$ cat src/rtl/uart_pkg.sv
// Shared UART constants and scheduler state encoding.
package uart_pkg;

  localparam int CLKS_PER_BIT_27M_115200 = 234;
  localparam int UART_FRAME_BITS         = 10;

  typedef enum logic [1:0] {
    IDLE,
    LOAD,
    WAIT
  } sched_state_t;

endpackage

$ cat src/rtl/uart_byte_tx.sv
// 8N1 byte serializer: start sampled on an idle cycle, line low from the next cycle, 10 bit-times per frame.
// start is ignored while busy; done pulses on the final stop-bit cycle.
module uart_byte_tx
  import uart_pkg::*;
#(
  parameter int CLKS_PER_BIT = CLKS_PER_BIT_27M_115200
) (
  input  logic       clk,
  input  logic       reset,
  input  logic       start,
  input  logic [7:0] data,
  output logic       busy,
  output logic       done,
  output logic       tx
);

  localparam int            CW       = (CLKS_PER_BIT > 1) ? $clog2(CLKS_PER_BIT) : 1;
  localparam logic [CW-1:0] CNT_LAST = CW'(CLKS_PER_BIT - 1);
  localparam logic [3:0]    IDX_STOP = 4'(UART_FRAME_BITS - 1);

  logic [CW-1:0] cnt;
  logic [3:0]    bit_idx;
  logic [7:0]    data_q;

  assign done = busy && (bit_idx == IDX_STOP) && (cnt == CNT_LAST);

  always_ff @(posedge clk) begin
    if (reset) begin
      busy    <= 1'b0;
      tx      <= 1'b1;
      cnt     <= '0;
      bit_idx <= '0;
      data_q  <= '0;
    end else if (!busy) begin
      if (start) begin
        busy    <= 1'b1;
        tx      <= 1'b0;
        data_q  <= data;
        cnt     <= '0;
        bit_idx <= '0;
      end
    end else if (cnt != CNT_LAST) begin
      cnt <= cnt + CW'(1);
    end else begin
      cnt <= '0;
      if (bit_idx == IDX_STOP) begin
        busy    <= 1'b0;
        tx      <= 1'b1;
        bit_idx <= '0;
      end else begin
        // Next line level: data bit (bit_idx) for indices 1..8, stop bit after that.
        bit_idx <= bit_idx + 4'd1;
        tx      <= (bit_idx < 4'd8) ? data_q[bit_idx[2:0]] : 1'b1;
      end
    end
  end

endmodule

$ cat src/rtl/uart_word_sched.sv
// Round-robin scheduler sending 1-4 byte words MSB first on one UART; accept to line-low is 2 cycles.
// req_ready is offered only in IDLE, so requesters hold their word until the running one has fully left the pin.
module uart_word_sched
  import uart_pkg::*;
#(
  parameter int NUM_REQ      = 2,
  parameter int CLKS_PER_BIT = CLKS_PER_BIT_27M_115200
) (
  input  logic                   clk,
  input  logic                   reset,
  input  logic [NUM_REQ-1:0]     req_valid,
  input  logic [32*NUM_REQ-1:0]  req_data,
  input  logic [2*NUM_REQ-1:0]   req_len,
  output logic [NUM_REQ-1:0]     req_ready,
  output logic                   busy,
  output logic                   uart_tx
);

  localparam int IW = $clog2(NUM_REQ);

  sched_state_t  state;
  logic [IW-1:0] last;
  logic [IW-1:0] grant;
  logic [31:0]   word;
  logic [1:0]    idx;
  logic          ser_start;
  logic          ser_busy;
  logic          ser_done;
  logic [7:0]    ser_data;

  // Scans last+NUM_REQ down to last+1 so the nearest valid requester after last wins.
  function automatic logic [IW-1:0] rr_pick(input logic [NUM_REQ-1:0] v,
                                            input logic [IW-1:0]      l);
    logic [IW-1:0] pick;
    int            c;
    pick = l;
    for (int k = NUM_REQ; k >= 1; k--) begin
      c = (int'(l) + k) % NUM_REQ;
      if (v[c]) pick = IW'(c);
    end
    return pick;
  endfunction

  assign grant     = rr_pick(req_valid, last);
  assign ser_start = (state == LOAD);
  assign ser_data  = word[{idx, 3'b000} +: 8];
  assign busy      = !reset && ((state != IDLE) || (|req_valid) || ser_busy);

  always_comb begin
    req_ready = '0;
    if (!reset && (state == IDLE) && (|req_valid)) req_ready[grant] = 1'b1;
  end

  always_ff @(posedge clk) begin
    if (reset) begin
      state <= IDLE;
      last  <= IW'(NUM_REQ - 1);
      word  <= '0;
      idx   <= '0;
    end else begin
      case (state)
        IDLE: begin
          if (|req_valid) begin
            word  <= req_data[{grant, 5'd0} +: 32];
            idx   <= req_len[{grant, 1'b0} +: 2];
            last  <= grant;
            state <= LOAD;
          end
        end
        LOAD: state <= WAIT;
        WAIT: begin
          if (ser_done) begin
            if (idx == 2'd0) begin
              state <= IDLE;
            end else begin
              idx   <= idx - 2'd1;
              state <= LOAD;
            end
          end
        end
        default: state <= IDLE;
      endcase
    end
  end

  uart_byte_tx #(
    .CLKS_PER_BIT(CLKS_PER_BIT)
  ) u_byte_tx (
    .clk  (clk),
    .reset(reset),
    .start(ser_start),
    .data (ser_data),
    .busy (ser_busy),
    .done (ser_done),
    .tx   (uart_tx)
  );

endmodule
$ cat config.mk
export PLATFORM = sky130hd
export DESIGN_NAME = uart_word_sched
export DESIGN_NICKNAME = d
export VERILOG_FILES = /design/src/rtl/uart_pkg.sv /design/src/rtl/uart_byte_tx.sv /design/src/rtl/uart_word_sched.sv
export SDC_FILE = /design/constraint.sdc
export NUM_CORES = 1
export LEC_CHECK = 0
export ABC_CLOCK_PERIOD_IN_PS = 2600
export CAP_MARGIN = 20
export CELL_PAD_IN_SITES_DETAIL_PLACEMENT = 0
export CELL_PAD_IN_SITES_GLOBAL_PLACEMENT = 1
export CORE_UTILIZATION = 33
export DETAILED_ROUTE_END_ITERATION = 6
export PLACE_DENSITY_LB_ADDON = 0.05
export SYNTH_ARGS = -nofsm -noshare
export SYNTH_HDL_FRONTEND = slang
export SYNTH_HIERARCHICAL = 1
export SYNTH_SLANG_ARGS = --single-unit
$ cat constraint.sdc
create_clock -name clk -period 2.6 [get_ports clk]
set_clock_uncertainty 0.2 [all_clocks]
set_input_delay 0.26 -clock clk [delete_from_list [all_inputs] [get_ports clk]]
set_output_delay 0.26 -clock clk [all_outputs]
set_load 0.05 [all_outputs]
After elaboration in Yosys (flattened, before gate mapping)
Index checks and enable logic that the tools add are counted.

word-level totals
  register bits after elaboration = 59
  input bits = 72
  output and inout bits = 4
  logic and storage cells = 92

cells by class
  add/subtract/negate cells = 5
  $lt $le $gt $ge = 6
  eq/ne operators = 9
  shifts and indexed selects = 3
  mux-type cells = 37
  bitwise logic cells = 3
  reduce and logical (&&, ||, !) cells = 20

operators with widths
  cell                   count
  $shiftx A64 B7 Y32     1
  $shiftx A32 B6 Y8      1
  $mux W8                3
  $mux W1                20
  $mux W4                4
  $mux W2                6
  $add A8 B1 Y8 const B  1
  $eq A8 B8 Y1 const B   1
  $ne A2 B2 Y1 const B   4
  $ne A8 B8 Y1 const B   1
  $reduce_and A2 Y1      4
  $logic_and A1 B1 Y1    6
  $lt A2 B3 Y1 const B   2
  $pmux W2 S3            1
  $reduce_bool A2 Y1     3
  $add A4 B1 Y4 const B  1
  $eq A4 B4 Y1 const B   1
  $logic_not A2 Y1       2
  $lt A3 B4 Y1 const B   1
  $lt A4 B4 Y1 const B   1
  $pmux W2 S2            1
  $reduce_and A4 Y1      1
  $shiftx A4 B3 Y2       1
  $bmux W1 S3            1
  12 further kinds       15

Logic depth before layout (Yosys ltp)
  word-level depth = 12
  gate-level depth with buffers = 9
  gate-level depth less buffers = 8

Hierarchy
The synthesis kept the hierarchy.

modules (own cells, without submodules)
  module           instances  cells each  area each (um^2)  seq. area each (um^2)
  uart_word_sched  1          159         1,675.4           740.7
  uart_byte_tx     1          137         1,132.3           440.4

Worst setup path after synthesis
OpenSTA, ideal clock, no wires.

  path kind = register -> register
  start = reg u_byte_tx.cnt[0]
  end = reg idx[0]
  library setup time = 74 ps
  data arrival time = 2,192 ps
  data required time = 2,326 ps
  path slack = 134 ps
  stages on the path, launching flop included = 9
  buffers on the path = 1
  period minus slack after synthesis = 2,466 ps
  cells stage by stage = dfxtp_1 ha_1 nand4b_4 or3b_1 buf_2 nor2_1 a32oi_4 or4b_1 a31oi_1

on the way
  longest elaborated chain between the ends = 4

ends and longest elaborated chain
  what                         RTL line               text
  from (decl)                  uart_byte_tx.sv:21     logic [CW-1:0] cnt;
  from (signal assigned)       uart_byte_tx.sv:43     cnt <= cnt + CW'(1);
  $eq A8 B8 Y1                 uart_byte_tx.sv:25     assign done = busy && (bit_idx == IDX_STOP) && (cnt == CNT_LAST);
  $logic_and A1 B1 Y1          uart_byte_tx.sv:25
  named net ser_done           uart_word_sched.sv:28  logic ser_done;
  $ne A2 B2 Y1 (no line)       n/a
  $reduce_and A4 Y1 (no line)  n/a
  to (signal assigned)         uart_word_sched.sv:65  idx <= req_len[{grant, 1'b0} +: 2];
  to (signal assigned)         uart_word_sched.sv:76  idx <= idx - 2'd1;
  to (decl)                    uart_word_sched.sv:25  logic [1:0] idx;

The timed path passes the listed nets, and every way through them passes these cells.
A chain may end at the register's enable or synchronous reset.

Final worst setup path
  start = reg u_byte_tx.cnt[1]
  end = reg idx[0]

The elaborated chain is that of the path after synthesis.

==> metrics.md <==
| Metric | Value |
|---|---|
| CTS tree | `yes` |
| Status | `finished, final reports clean` |
| Placed cells | `approximately 470` |
| Number of library cell types mapped by synthesis | `49` |
| Post-DP HPWL | `5320 um` |
| Area share of fa/ha/maj cells after synthesis | `2.228%` |
| Crit path arrival time | `2470 ps` |
| Synth-to-layout area growth | `40.73%` |
| Pwr dens | `roughly 600 nW/um2` |
| Core Rows | `33` |
| Max Cap Viol | `0` |
| Boundary Pins | `76` |
| Cell Chain, Critical Path | `inv_1 > ha_1 > nand4b_4 > or3b_1 > nor2_2 > a32oi_4 > or4b_1 > a31oi_1` |
| Syn avg cell area | `9.485 um2` |
| Starting DRT DRC Count | `153` |
| Combinational family with the most area after synthesis | `compound AO/OA/AOI/OAI gates` |
| CORE AREA | `8217 um2` |
| First-pass GRT wire length | `about 13,000 um` |
| RR Startpoint | `u_byte_tx/cnt[1]` |
| Worst rel slew slack | `66.46%` |
| Hold crit path type | `flop to flop` |
| Congestion Overflow GR | `0` |
| Final Slew Violations | `0` |
| Setup violators final | `0` |
| Placed cell area | `3749 um2` |
| Compound-Gate Fraction of Synth Area | `21.21%` |
| Core Util, Final | `around half` |
| Flops & latches, synth | `59` |
| Crit-path max cell delay | `470 ps` |
| DRT antenna net count | `0` |
| FMAX | `0.4150 GHz` |
| Worst hold start | `u_byte_tx/data_q[2]` |
| Post-synthesis net count | `373` |
| Mapped cell area | `2808 um2` |
| Worst Setup SP | `u_byte_tx/cnt[1]` |
| Worst setup margin | `190.2 ps` |
| Worst-path clk slew | `70 ps` |
| Die outline area | `8881 um2` |
| Post-route cell area | `slightly below 4000 um2` |
| Via count | `2,499` |
| Async SR Flop Fraction | `0%` |
| GRT Resource Usage Total | `18.54%` |
| Worst setup SP type | `flop` |
| WS Path Type | `flop to flop` |
| Leak | `about 1.7 nW` |
| Largest net degree at the start of global routing | `34` |
| Number of synthesized flops with an enable pin | `0` |
| Tmin final | `2410 ps` |
| Residual DRC count | `0` |
| Final WL | `7510 um` |
| Gpl congestion | `0.7912` |
| Die Height | `94.24 um` |
| Die X | `~94 um` |
| Final total power | `around 2.4 mW` |
| Post-CTS setup buffer count | `0` |
| Hold WS | `253.7 ps` |
| Clock Latency Late Sink | `330 ps` |
| Share of cells above drive strength 1 | `13.33%` |
| R2R setup slack | `between 150 and 200 ps` |
| XOR/XNOR share of the synthesized area | `0.3119%` |
| Ant diodes | `0` |
| Initial Util | `34.17%` |
| Max Root-Sink Buffers | `2` |
| Port bufs | `75` |
| Simple-Gate Fraction of Synth Area | `16.22%` |
| Worst endpoint required time | `2660 ps` |
| Vias per std cell | `~5.2` |
| CTS Root Cell | `clkbuf_8` |
| Worst-path fanout max | `6` |
| Pre-CTS WS | `131.5 ps` |
| Worst-margin pin slew | `503.2 ps` |
| Setup TNS | `0 ps` |
| Critical Path Sink Type | `flop` |
| Nets | `449` |
| Top_reg_cell synth | `dfxtp_1` |
| Initial antenna violation count | `0` |
| Final cell count without fillers | `480` |
| CTS buffer count | `9` |
| # H-tree levels | `3` |
| Yosys warns | `6` |
| TritonRoute pass-1 iters | `6` |
| RSZ-0062 raised after global routing | `false` |
| Final Hold Vio Count | `0` |
| Avg WL per Cell | `15.65 um` |
| Max IR drop VDD | `about 0.00025 V` |
| CP max-delay cell | `or4b_1` |
| Seq/Total Area, Yosys | `between 40 and 50%` |
| Vias in the first global route | `2,572` |
| CTS Sinks | `59` |
| Mux cell area share after synthesis | `8.690%` |
| Period utilization | `92.69%` |
| Syn Inst Count | `approximately 300` |
[final timing paths]
path                              end  cells after the start
hold / removal    u_byte_tx/data_q[2]                      2
setup / recovery               idx[0]                      8
setup reg to reg               idx[0]                      8
hold reg to reg   u_byte_tx/data_q[2]                      2
[where the power goes]
group	internal, mW	switching, mW
combinational	0.264	0.217
clock	0.509	0.337
sequential	0.984	0.0488
total	1.76	0.603
[what timing repair did]
| action | in CTS | in global routing |
|---|---|---|
| resized for setup | 0 | 1 |
| endpoints found under the setup margin | 0 | 1 |
| hold buffers | 0 | 0 |
[sequential cells by signal, indices dropped and copies added (netlist names)]
register           count
word                  32
u_byte_tx/tx           1
u_byte_tx/busy         1
u_byte_tx/cnt          8
last                   1
state                  2
u_byte_tx/bit_idx      4
idx                    2
u_byte_tx/data_q       8
[cell families (layout without fill, tap and decap cells)]
kind of cell,after synthesis,in the layout
AND/OR/NAND/NOR,83,83
buffers and inverters,64,143
XOR/XNOR,1,1
AO/OA/AOI/OAI,71,71
multiplexers,13,13
flip-flops,59,59
adder cells (fa/ha/maj),5,5
[synthesized netlist by cell type, types with 4 or more instances]
cell | count | area, um2
a311oi_1 | 4 | 35.03
a21oi_1 | 17 | 85.08
nor2_1 | 12 | 45.04
mux4_2 | 9 | 202.7
nand3_1 | 9 | 45.04
nor2b_1 | 5 | 31.28
dfxtp_1 | 59 | 1181
inv_1 | 41 | 153.9
clkbuf_1 | 7 | 26.28
nand2_1 | 27 | 101.4
ha_1 | 5 | 62.56
a222oi_1 | 32 | 320.3
buf_2 | 13 | 65.06
nor3_1 | 4 | 20.02
[critical path: cells and delay by family (launching register included)]
family / cells / cell delay (ps)
fa+ha+maj: 1 / 200
flops: 1 / 340
simple gates: 4 / 1200
buf+inv: 1 / 60
compound gates: 2 / 320
[metal layers]
metal  wire length (um)  global-route usage (%)
met5                  0                       0
met4                 91                   5.769
met3                419                   5.421
met2               3524                   30.19
met1               3476                   23.38
[cell type report]
cell class | count | area, um2
clock buffers | 12 | 165.2
clock inverters | 2 | 35.03
fillers | 801 | 4265
inverters | 41 | 153.9
multi-input cells | 173 | 1369
flip-flops and latches | 59 | 1181
well taps | 105 | 131.4
repair buffers | 88 | 915.9
[cells in the final DEF (no fill, tap or decap), types with 2 or more instances in the layout]
| master | netlist | final |
|---|---|---|
| a222oi_1 | 32 | 32 |
| mux4_2 | 9 | 9 |
| nand2_1 | 27 | 27 |
| mux2i_1 | 3 | 3 |
| nor2b_1 | 5 | 5 |
| a311oi_1 | 4 | 4 |
| nand2b_1 | 3 | 3 |
| or2_2 | 2 | 2 |
| dfxtp_1 | 59 | 59 |
| a21oi_1 | 17 | 17 |
| nor2_1 | 12 | 11 |
| ha_1 | 5 | 5 |
| and3_1 | 3 | 3 |
| buf_4 | 1 | 10 |
| inv_1 | 41 | 41 |
| buf_12 | 0 | 6 |
| a41oi_1 | 2 | 2 |
| nor3_1 | 4 | 4 |
| clkbuf_8 | 0 | 12 |
| a31oi_1 | 2 | 2 |
| nand3b_1 | 3 | 3 |
| or4b_1 | 2 | 2 |
| or3_1 | 3 | 3 |
| o21ai_0 | 3 | 3 |
| clkdlybuf4s50_1 | 0 | 72 |
| nand3_1 | 9 | 9 |
Note: power is estimated with default switching activity, not from simulation.
